===== src/rtl/econ_input_packer.sv =====
// Packs N_IN W-bit trigger-cell samples from a valid/ready stream into one wide
// word for the econ encoder, with framing-error recovery and monitoring counters.
module econ_input_packer #(
    parameter int N_IN  = 48,
    parameter int W     = 8,
    parameter int ERR_W = 8
) (
    input  logic                clk,
    input  logic                rst,
    input  logic [W-1:0]        s_dat,
    input  logic                s_sof,
    input  logic                s_vld,
    output logic                s_rdy,
    output logic [N_IN*W-1:0]   input_1_rsc_dat,
    output logic                input_1_rsc_vld,
    output logic [15:0]         frame_cnt,
    output logic [ERR_W-1:0]    err_cnt,
    input  logic                err_clr
);

    localparam int CNT_W = $clog2(N_IN);
    localparam logic [CNT_W-1:0] LAST_SLOT = CNT_W'(N_IN - 1);

    typedef enum logic {
        IDLE,
        FILL
    } state_t;

    state_t                 state_q, state_d;
    logic [CNT_W-1:0]       cnt_q, cnt_d;
    logic [N_IN*W-1:0]      fill_q, fill_d;
    logic [N_IN*W-1:0]      out_q, out_d;
    logic                   vld_q, vld_d;
    logic [15:0]            frame_q, frame_d;
    logic [ERR_W-1:0]       err_q, err_d;
    logic                   rdy_q;
    logic                   accept;
    logic                   err_inc;

    // s_rdy is a flop so it stays low through reset and rises on the first edge after release.
    always_ff @(posedge clk or negedge rst) begin
        if (!rst) begin
            state_q <= IDLE;
            cnt_q   <= '0;
            fill_q  <= '0;
            out_q   <= '0;
            vld_q   <= 1'b0;
            frame_q <= '0;
            err_q   <= '0;
            rdy_q   <= 1'b0;
        end else begin
            state_q <= state_d;
            cnt_q   <= cnt_d;
            fill_q  <= fill_d;
            out_q   <= out_d;
            vld_q   <= vld_d;
            frame_q <= frame_d;
            err_q   <= err_d;
            rdy_q   <= 1'b1;
        end
    end

    always_comb begin
        state_d = state_q;
        cnt_d   = cnt_q;
        fill_d  = fill_q;
        out_d   = out_q;
        vld_d   = 1'b0;
        frame_d = frame_q;
        err_inc = 1'b0;
        accept  = s_vld & rdy_q;

        if (accept) begin
            case (state_q)
                IDLE: begin
                    if (s_sof) begin
                        fill_d[W-1:0] = s_dat;
                        cnt_d         = CNT_W'(1);
                        state_d       = FILL;
                    end else begin
                        err_inc = 1'b1;
                    end
                end
                FILL: begin
                    // A premature sof abandons the partial frame and restarts at slot 0.
                    if (s_sof) begin
                        err_inc       = 1'b1;
                        fill_d[W-1:0] = s_dat;
                        cnt_d         = CNT_W'(1);
                    end else begin
                        fill_d[cnt_q*W +: W] = s_dat;
                        if (cnt_q == LAST_SLOT) begin
                            out_d   = fill_d;
                            vld_d   = 1'b1;
                            frame_d = frame_q + 16'd1;
                            cnt_d   = '0;
                            state_d = IDLE;
                        end else begin
                            cnt_d = cnt_q + CNT_W'(1);
                        end
                    end
                end
                default: state_d = IDLE;
            endcase
        end

        err_d = err_q;
        if (err_clr) begin
            err_d = '0;
        end else if (err_inc && (err_q != {ERR_W{1'b1}})) begin
            err_d = err_q + ERR_W'(1);
        end
    end

    assign s_rdy           = rdy_q;
    assign input_1_rsc_dat = out_q;
    assign input_1_rsc_vld = vld_q;
    assign frame_cnt       = frame_q;
    assign err_cnt         = err_q;

endmodule


===== config.mk =====
export PLATFORM = sky130hd
export DESIGN_NAME = econ_input_packer
export DESIGN_NICKNAME = d
export VERILOG_FILES = /design/src/rtl/econ_input_packer.sv
export SDC_FILE = /design/constraint.sdc
export NUM_CORES = 2
export LEC_CHECK = 0
export ABC_CLOCK_PERIOD_IN_PS = 4700
export CORE_AREA = 2 2 371 263
export CTS_CLUSTER_SIZE = 16
export DETAILED_ROUTE_END_ITERATION = 12
export DIE_AREA = 0 0 373 265
export GPL_ROUTABILITY_DRIVEN = 0
export GPL_TIMING_DRIVEN = 0
export SETUP_SLACK_MARGIN = 0.5
export SLEW_MARGIN = 20
export SYNTH_ARGS = -nofsm -noshare
export SYNTH_HDL_FRONTEND = slang
export SYNTH_SLANG_ARGS = --single-unit

===== constraint.sdc =====
create_clock -name clk -period 4.7 [get_ports clk]
set_input_delay 0.94 -clock clk [delete_from_list [all_inputs] [get_ports clk]]
set_output_delay 0.94 -clock clk [all_outputs]
set_load 0.03 [all_outputs]

==> results.sh <==
export IMPL_status="completed"
export IMPL_r2r_start="cnt_q[1]$_DFFE_PN0P_"
export IMPL_pin_count=423
export IMPL_syn_area_mm2=0.0331
export IMPL_cp_end_kind="register"
export IMPL_finalWirelength_mm=117
export IMPL_power_leakage_nw=20.2
export IMPL_crit_end="input_1_rsc_dat[141]$_DFFE_PN0P_"
export IMPL_clock_sinks=801
export IMPL_ir_worst_vdd_mv=0.218
export IMPL_dp_cells=4844
export IMPL_drt_iter0_markers=2250
export IMPL_critPathLaunchType="input pin"
export IMPL_hpwl_mm=85.2
export IMPL_synthArstFlopShare=1.00
export IMPL_ant_nets=0
export IMPL_drive_gt1_frac=0.124
export IMPL_overflow=0
export IMPL_fin_hold_ws_ns=0.245
export IMPL_r2r_end="input_1_rsc_dat[118]$_DFFE_PN0P_"
export IMPL_final_cells=5007
export IMPL_rrSetupSlack_ns=0.61
export IMPL_grt_pass1_vias=25387
export IMPL_final_hold_viol_count=0
export IMPL_rsz0062_at_grt="false"
export IMPL_h_tree_depth=3
export IMPL_worst_pin_slew_ns=1.18
export IMPL_cts_hold_buf=0
export IMPL_crit_required_ns=5.27
export IMPL_avgSynthCellArea_um2=10.5
export IMPL_clkLatencyLatePin_ns=0.65
export IMPL_antenna_found_initial=12
export IMPL_vias=25437
export IMPL_initial_utilization=0.347
export IMPL_synth_cells=3156
export IMPL_syn_to_final_growth_pct=27.1
export IMPL_cts_tree="done"
export IMPL_dr_pass1_iters=5
export IMPL_core_area_mm2=0.0952
export IMPL_power_density_mw_per_mm2=362
export IMPL_path_max_fanout=10
export IMPL_syn_nets=3176
export IMPL_die_w_um=373
export IMPL_ys_types=67
export IMPL_slew_viol_final=0
export IMPL_portBuffers=421
export IMPL_fmax_mhz=244
export IMPL_fin_worst_skew_ns=0.0239
export IMPL_arrival_ns=4.68
export IMPL_yosysSeqAreaShare=0.606
export IMPL_die_h_um=265
export IMPL_rows=95
export IMPL_vias_per_cell=5.08
export IMPL_drc_errors=0
export IMPL_grt_max_degree=137
export IMPL_period_needed_ns=4.11
export IMPL_cts_buffers=84
export IMPL_grt_pass1_wl_mm=172
export IMPL_clk_path_buf_depth=3
export IMPL_r2r_cells=8
export IMPL_dieArea_mm2=0.0988
export IMPL_max_cap_violations=0
export IMPL_synth_edf_count=0
export IMPL_slew_headroom=0.205
export IMPL_wl_per_cell_um=23.3
export IMPL_synthFlopType="dfrtp_1"
export IMPL_root_buffer="clkbuf_16"
export IMPL_hp_class="in2async"
export IMPL_period_share=0.873
export IMPL_ys_ff_latch=801
export IMPL_nNetsFinal=3699
export IMPL_startpoint="s_sof"
export IMPL_finalSetupViolations=0
export IMPL_ys_warn_count=0
export IMPL_gr_usage_all_layers=0.234
export IMPL_path_clk_slew_ns=0.06
export IMPL_worstSetupPathType="in2reg"
[critical path, cell delays in order]
cell and delay (ns):
clkdlybuf4s50_1 0.50, inv_1 0.10, ha_1 0.37, and3_1 0.35, nand3_1 0.28, buf_2 0.40, buf_2 0.41, clkdlybuf4s15_2 0.60
buf_1 0.50, nand2_1 0.13, nand2_1 0.08
[cell usage in the layout, fill, tap and decap left out, types with 13 or more instances in the layout]
master / count
nand2_1: 1099
clkdlybuf4s50_1: 420
clkbuf_2: 26
nand3_1: 35
clkbuf_16: 86
and2_1: 36
nor3b_1: 34
mux2_2: 222
xor2_1: 14
inv_1: 13
clkbuf_8: 15
and3_1: 60
xnor2_1: 17
nor2_1: 31
buf_2: 21
dfrtp_1: 801
mux2i_1: 137
clkbuf_1: 140
o21ai_0: 315
[sequential cells by signal, summed over array words and instances, names as in the netlist]
register / flops
fill_q: 384
input_1_rsc_dat: 384
frame_cnt: 16
err_cnt: 8
cnt_q: 6
input_1_rsc_vld: 1
s_rdy: 1
state_q: 1
[per-stage QoR]
step / setup TNS [ns] / area, um^2 / util / worst slack (ns) / power (mW)
after floorplan: 0 / 33100 / - / 1.45 / 7.83
after global placement: - / 38900 / 0.408 / -34.73 / 8.47
after detailed placement: -45.28 / 39100 / 0.410 / -0.395 / 8.48
after CTS: 0 / 42000 / 0.441 / 0.506 / 15.3
after global routing: 0 / 42000 / 0.441 / 0.500 / 15.7
final: 0 / 42000 / 0.441 / 0.595 / 15.2
[report_power, final]
group	total [mW]	switching (mW)	internal, mW
combinational	1.42	1.11	0.310
clock	6.79	2.90	3.89
sequential	7.01	0.0455	6.96
total	15.2	4.05	11.2
[cell usage after synthesis (9+ instances only)]
cell type | instances | area (um^2)
nand2_1 | 1099 | 4130
dfrtp_1 | 801 | 20000
o21ai_0 | 315 | 1580
mux2_2 | 222 | 2500
clkbuf_1 | 146 | 548
mux2i_1 | 137 | 1370
and3_1 | 60 | 375
nand3_1 | 39 | 195
and2_1 | 36 | 225
nor2_1 | 34 | 128
nor3b_1 | 34 | 255
buf_2 | 21 | 105
xnor2_1 | 17 | 149
buf_1 | 14 | 52.6
xor2_1 | 14 | 123
inv_1 | 13 | 48.8
o21ai_1 | 13 | 65.1
nand4_1 | 10 | 62.6
nor3_1 | 9 | 45.0
[cell type report]
class / count / area [um^2]
clock inverter: 31 / 334
inverter: 13 / 48.8
clock buffer: 120 / 2430
tap: 1261 / 1580
multi-input combinational: 2157 / 12300
sequential: 801 / 20000
timing repair buffer: 437 / 4490
antenna: 2 / 5.00
buffer: 185 / 783
fill: 9183 / 53200
[layer usage]
layer | vias to the layer above | track usage | part of all wire | routed length (um)
met3 | 157 | 0.0681 | 0.081 | 9480
met2 | 805 | 0.334 | 0.42 | 49100
met5 | - | 0 | 0 | 0
met4 | 0 | 0.0649 | 0.024 | 2820
met1 | 12882 | 0.344 | 0.47 | 55100
li1 | 11593 | - | - | -
[timing repair]
action / in CTS / in global routing
setup buffers: 8 / 2
hold endpoints to repair: 0 / 0
setup endpoints to repair: 412 / 366
pin swaps: 5 / 0
resized for setup: 15 / 24
[how the worst min path moves through the flow]
stage / cells past startpoint / from / to / slack [ns]
after detailed placement: 2 / fill_q[38]$_DFFE_PN0P_ / input_1_rsc_dat[38]$_DFFE_PN0P_ / 0.45
after floorplan: 2 / fill_q[144]$_DFFE_PN0P_ / input_1_rsc_dat[144]$_DFFE_PN0P_ / 0.43
after CTS: 1 / rst / err_cnt[3]$_DFFE_PN0P_ / 0.27
after global routing: 1 / rst / err_cnt[3]$_DFFE_PN0P_ / 0.28
final: 1 / rst / err_cnt[3]$_DFFE_PN0P_ / 0.24
after global placement: 2 / fill_q[56]$_DFFE_PN0P_ / input_1_rsc_dat[56]$_DFFE_PN0P_ / 0.45
[logic make-up (layout without fill, tap and decap cells)]
kind of cell	after synthesis	count (layout)	share of synthesized area
compound gates	377	377	0.0617
xor+xnor	31	31	0.00821
fa+ha+maj	7	7	0.00265
buf+inv	198	786	0.0239
flops	801	801	0.606
mux	362	362	0.118
other cells	1	3	0.000113
simple gates	1379	1379	0.179
Power figures use the tool's default switching activity.
